`src/rtl/instr_emitter.sv`:
```
// Turns one abstract operation into the 9-bit instruction beats the Control decoder consumes,
// inserting setdes/setsrc prefixes only when the tracked DesReg/SrcReg pointers disagree.
module instr_emitter (
    input  logic        CLK,
    input  logic        Reset_n,
    input  logic        req_valid,
    output logic        req_ready,
    input  logic [2:0]  req_opcode,
    input  logic [2:0]  req_func,
    input  logic [2:0]  req_dst,
    input  logic [2:0]  req_src,
    input  logic [5:0]  req_imm,
    output logic        instr_valid,
    input  logic        instr_ready,
    output logic [8:0]  instr,
    output logic        illegal,
    output logic        halted,
    output logic [15:0] instr_count
);
    typedef enum logic [2:0] {IDLE, EMIT_DES, EMIT_SRC, EMIT_OP, HALT} state_t;

    state_t      state_reg;
    state_t      sel_state;
    logic [2:0]  op_reg, func_reg, dst_reg, src_reg;
    logic [5:0]  imm_reg;
    logic [8:0]  instr_reg;
    logic        instr_valid_reg, illegal_reg, halted_reg;
    logic [15:0] count_reg;
    logic [2:0]  shadow_des_reg, shadow_src_reg, shadow_des_next, shadow_src_next;
    logic        des_known_reg, src_known_reg, des_known_next, src_known_next;

    logic        beat_taken, req_illegal, uses_regs, is_idle;
    logic [2:0]  cur_op, cur_func, cur_dst, cur_src;
    logic [5:0]  cur_imm;
    logic [8:0]  sel_word;

    always_comb begin
        beat_taken      = instr_valid_reg && instr_ready;
        shadow_des_next = shadow_des_reg;
        shadow_src_next = shadow_src_reg;
        des_known_next  = des_known_reg;
        src_known_next  = src_known_reg;
        // Any accepted setdes/setsrc beat moves the pointer, prefix or explicit alike.
        if (beat_taken && instr_reg[8:3] == 6'b001_000) begin
            shadow_des_next = instr_reg[2:0];
            des_known_next  = 1'b1;
        end
        if (beat_taken && instr_reg[8:3] == 6'b001_001) begin
            shadow_src_next = instr_reg[2:0];
            src_known_next  = 1'b1;
        end

        is_idle  = (state_reg == IDLE);
        cur_op   = is_idle ? req_opcode : op_reg;
        cur_func = is_idle ? req_func   : func_reg;
        cur_dst  = is_idle ? req_dst    : dst_reg;
        cur_src  = is_idle ? req_src    : src_reg;
        cur_imm  = is_idle ? req_imm    : imm_reg;

        req_illegal = (req_opcode == 3'd7) ||
                      (req_opcode == 3'd0 && req_func == 3'd0) ||
                      (req_opcode == 3'd1 && req_func >= 3'd6);
        uses_regs   = (cur_op == 3'd0) ||
                      (cur_op == 3'd1 && cur_func >= 3'd2 && cur_func <= 3'd4);

        if (uses_regs && (!des_known_next || shadow_des_next != cur_dst))
            sel_state = EMIT_DES;
        else if (uses_regs && (!src_known_next || shadow_src_next != cur_src))
            sel_state = EMIT_SRC;
        else
            sel_state = EMIT_OP;

        case (sel_state)
            EMIT_DES: sel_word = {3'd1, 3'd0, cur_dst};
            EMIT_SRC: sel_word = {3'd1, 3'd1, cur_src};
            default: begin
                if (cur_op == 3'd0)
                    sel_word = {3'd0, cur_func, 3'd0};
                else if (cur_op == 3'd1 && cur_func == 3'd0)
                    sel_word = {3'd1, 3'd0, cur_dst};
                else if (cur_op == 3'd1 && cur_func == 3'd1)
                    sel_word = {3'd1, 3'd1, cur_src};
                else if (cur_op == 3'd1)
                    sel_word = {3'd1, cur_func, 3'd0};
                else
                    sel_word = {cur_op, cur_imm};
            end
        endcase
    end

    always_ff @(posedge CLK or negedge Reset_n) begin
        if (!Reset_n) begin
            state_reg       <= IDLE;
            op_reg          <= 3'd0;
            func_reg        <= 3'd0;
            dst_reg         <= 3'd0;
            src_reg         <= 3'd0;
            imm_reg         <= 6'd0;
            instr_reg       <= 9'd0;
            instr_valid_reg <= 1'b0;
            illegal_reg     <= 1'b0;
            halted_reg      <= 1'b0;
            count_reg       <= 16'd0;
            shadow_des_reg  <= 3'd0;
            shadow_src_reg  <= 3'd0;
            des_known_reg   <= 1'b0;
            src_known_reg   <= 1'b0;
        end else begin
            illegal_reg    <= 1'b0;
            shadow_des_reg <= shadow_des_next;
            shadow_src_reg <= shadow_src_next;
            des_known_reg  <= des_known_next;
            src_known_reg  <= src_known_next;
            if (beat_taken)
                count_reg <= count_reg + 16'd1;
            case (state_reg)
                IDLE: begin
                    if (req_valid) begin
                        if (req_illegal) begin
                            illegal_reg <= 1'b1;
                        end else begin
                            op_reg          <= req_opcode;
                            func_reg        <= req_func;
                            dst_reg         <= req_dst;
                            src_reg         <= req_src;
                            imm_reg         <= req_imm;
                            state_reg       <= sel_state;
                            instr_reg       <= sel_word;
                            instr_valid_reg <= 1'b1;
                        end
                    end
                end
                EMIT_DES, EMIT_SRC: begin
                    if (beat_taken) begin
                        state_reg <= sel_state;
                        instr_reg <= sel_word;
                    end
                end
                EMIT_OP: begin
                    if (beat_taken) begin
                        instr_valid_reg <= 1'b0;
                        if (op_reg == 3'd1 && func_reg == 3'd5) begin
                            state_reg  <= HALT;
                            halted_reg <= 1'b1;
                        end else begin
                            state_reg <= IDLE;
                        end
                    end
                end
                HALT: state_reg <= HALT;
                default: state_reg <= IDLE;
            endcase
        end
    end

    assign req_ready   = (state_reg == IDLE);
    assign instr_valid = instr_valid_reg;
    assign instr       = instr_reg;
    assign illegal     = illegal_reg;
    assign halted      = halted_reg;
    assign instr_count = count_reg;
endmodule

```
`config.mk`:
```
export PLATFORM = sky130hd
export DESIGN_NAME = instr_emitter
export DESIGN_NICKNAME = d
export VERILOG_FILES = /design/src/rtl/instr_emitter.sv
export SDC_FILE = /design/constraint.sdc
export NUM_CORES = 1
export LEC_CHECK = 0
export ABC_AREA = 1
export BUFFER_PORTS_ARGS = -buffer_cell sky130_fd_sc_hd__buf_4
export CAP_MARGIN = 25
export CORE_ASPECT_RATIO = 0.5
export CORE_MARGIN = 2
export CORE_UTILIZATION = 55
export CTS_CLUSTER_DIAMETER = 120
export DETAILED_ROUTE_END_ITERATION = 16
export PLACE_DENSITY = 0.76
export SLEW_MARGIN = 30
export SYNTH_ARGS = -nofsm -noshare
export SYNTH_HDL_FRONTEND = slang
export SYNTH_SLANG_ARGS = --single-unit
export TNS_END_PERCENT = 100
```
`constraint.sdc`:
```
create_clock -name CLK -period 3.2 [get_ports CLK]
set_input_delay 0.48 -clock CLK [delete_from_list [all_inputs] [get_ports CLK]]
set_output_delay 0.48 -clock CLK [all_outputs]
set_load 0.01 [all_outputs]
```
==> results.sh <==
export IMPL_run_status="completed"
export IMPL_antenna_found_initial=0
export IMPL_die_w_um=110
export IMPL_multi_input_area_um2=1370
export IMPL_largest_reg_flops=16
export IMPL_drive_gt1_share_pct=21.4
export IMPL_dpl_hpwl_um=5120
export IMPL_cp_data_required_time_ps=3420
export IMPL_tns_ps=0
export IMPL_ys_top_cells_by_area="dfrtp_1, nand2_1, inv_1"
export IMPL_synth_seq_cells=57
export IMPL_route_met3_wl_um=457
export IMPL_wl_met2_um=2880
export IMPL_synthesis_area_um2=3100
export IMPL_ant_nets=0
export IMPL_rr_endpoint="instr[1]"
export IMPL_place_gp_congestion=0.940
export IMPL_pre_cts_slack_ps=992
export IMPL_vias=2729
export IMPL_drtPass1Iterations=5
export IMPL_cap_violations=0
export IMPL_dieArea_um2=6290
export IMPL_worst_slew_margin_rel_pct=52.6
export IMPL_synth_area_per_cell_um2=7.69
export IMPL_antenna_cells=0
export IMPL_ff2ff_path_depth=12
export IMPL_drc=0
export IMPL_io_buffer_count=50
export IMPL_tightest_slew_ps=712
export IMPL_io_pins=51
export IMPL_criticalPathCategory="reg2reg"
export IMPL_postCtsHoldBufs=0
export IMPL_worst_slack_ps=959
export IMPL_synth_top_area_share_pct=46.0
export IMPL_stdcell_area_um2=3800
export IMPL_fillers=444
export IMPL_core_um2=5470
export IMPL_postPlaceCellArea_um2=3530
export IMPL_final_cells=536
export IMPL_drv_slew=0
export IMPL_drt_iter0_drc=260
export IMPL_yosys_warnings=0
export IMPL_grt_usage_pct=24.5
export IMPL_setup_viol=0
export IMPL_clockRootBuffer="clkbuf_16"
export IMPL_initial_utilization_pct=56.7
export IMPL_top_layer="met4"
export IMPL_std_cell_rows=19
export IMPL_power_density_nw_per_um2=435
export IMPL_crit_start="state_reg[1]"
export IMPL_clk_pin_slew_ps=50
export IMPL_reg2reg_from="state_reg[1]"
export IMPL_numPlacedInstances=520
export IMPL_postCtsSetupBuffers=0
export IMPL_cts_sinks=57
export IMPL_overflow=0
export IMPL_totalPowerFinal_mw=1.66
export IMPL_numCtsBuffers=9
export IMPL_die_y_um=57.1
export IMPL_synth_cells=403
export IMPL_finalCritPeriodShare_pct=70.0
export IMPL_fmax_mhz=446
export IMPL_yosysSeqAreaShare_pct=46.0
export IMPL_cts_path_max_buffers=2
export IMPL_synth_top_area_cell="dfrtp_1"
export IMPL_critPathArrivalTime_ps=2460
export IMPL_rsz0062_at_grt="false"
export IMPL_hold_viol=0
export IMPL_ctsResizeCount=0
export IMPL_critPathMaxFanout=34
export IMPL_hold_path_class="in2async"
export IMPL_cp_start_kind="register"
export IMPL_cts_tree="built"
export IMPL_final_cell_mix="nand2_1, inv_1, dfrtp_1, buf_4, nand3_1"
export IMPL_wl_um=6900
export IMPL_fin_nets=481
export IMPL_synthToLayoutAreaGrowth_pct=22.8
export IMPL_syn_nets=426
export IMPL_timing_reg2reg_setup_slack_ps=960
export IMPL_routed_via_density=5.09
export IMPL_clock_latency_ps=330
export IMPL_grt_pass1_vias=2468
export IMPL_timing_final_crit_period_ps=2240
export IMPL_whs_ps=206
export IMPL_utilization_pct=69.6
export IMPL_clock_skew_ps=4.56
export IMPL_grt_pass1_wl_um=11700
export IMPL_ir_drop_uv=306
export IMPL_final_common_cell="nand2_1"
export IMPL_avgRoutedWirePerCell_um=12.9
export IMPL_critPathCaptureType="register"
export IMPL_grt_max_degree=58
export IMPL_regArea_um2=1430
export IMPL_synth_cell_types=33
export IMPL_cts_htree_levels=3
export IMPL_routedLengthMet1_um=3520
export IMPL_total_leakage_power_nw=2.10
critical path, stage by stage, from the launching register on:
cell and delay (ps):
dfrtp_1 430, nor2_4 230, nand2_4 250, o21ai_2 310, inv_1 120, nand2_1 80, nand3_1 150, nor2_4 210
nor2_4 70, nand2_1 80, nand3_1 90, nand2_1 70, inv_1 30
layout make-up:
type	instances	share of cell area, %
sequential	57	37.5
multi-input combinational	269	35.9
timing repair buffer	51	10.1
inverter	70	6.91
clock buffer	11	6.38
tap	73	2.40
clock inverter	5	0.822
logic make-up (layout without fill, tap and decap cells):
kind of cell / after synthesis / after routing / share of synthesized area, %
AND/OR/NAND/NOR: 194 / 194 / 28.1
multiplexers: 1 / 1 / 0.363
flip-flops: 57 / 57 / 46.0
XOR/XNOR: 13 / 13 / 3.68
adder cells (fa/ha/maj): 1 / 1 / 0.404
buffers and inverters: 77 / 137 / 9.85
AO/OA/AOI/OAI: 60 / 60 / 11.6
routing by layer:
metal  global-route usage, %  up-vias
li1                        -     1389
met1                    37.3     1256
met2                    34.3       80
met3                    7.77        4
met4                    5.36        0
met5                       0        -
synthesized netlist by cell type (all sizes together):
cell type	number
a21oi	17
a22oi	4
a2bb2oi	1
and2	1
buf	3
clkbuf	4
dfrtp	57
ha	1
inv	70
mux2	1
nand2	113
nand3	40
nand3b	1
nand4	5
nor2	32
nor4	1
o211ai	2
o21ai	32
o21bai	1
o22ai	3
or2	1
xnor2	4
xor2	9
where the power goes:
group	switching, mW	total [mW]	internal, mW
Sequential	0.000719	0.725	0.725
Clock	0.332	0.873	0.541
Combinational	0.0349	0.0585	0.0235
Total	0.367	1.66	1.29
worst max-delay path by stage:
| stage | to | slack, ps |
|---|---|---|
| after floorplan | instr[1] | 1430 |
| after global placement | instr[1] | 1050 |
| after detailed placement | instr[1] | 990 |
| after CTS | instr[1] | 980 |
| after global routing | instr[1] | 750 |
| final | instr[1] | 960 |
Power figures use the tool's default switching activity.
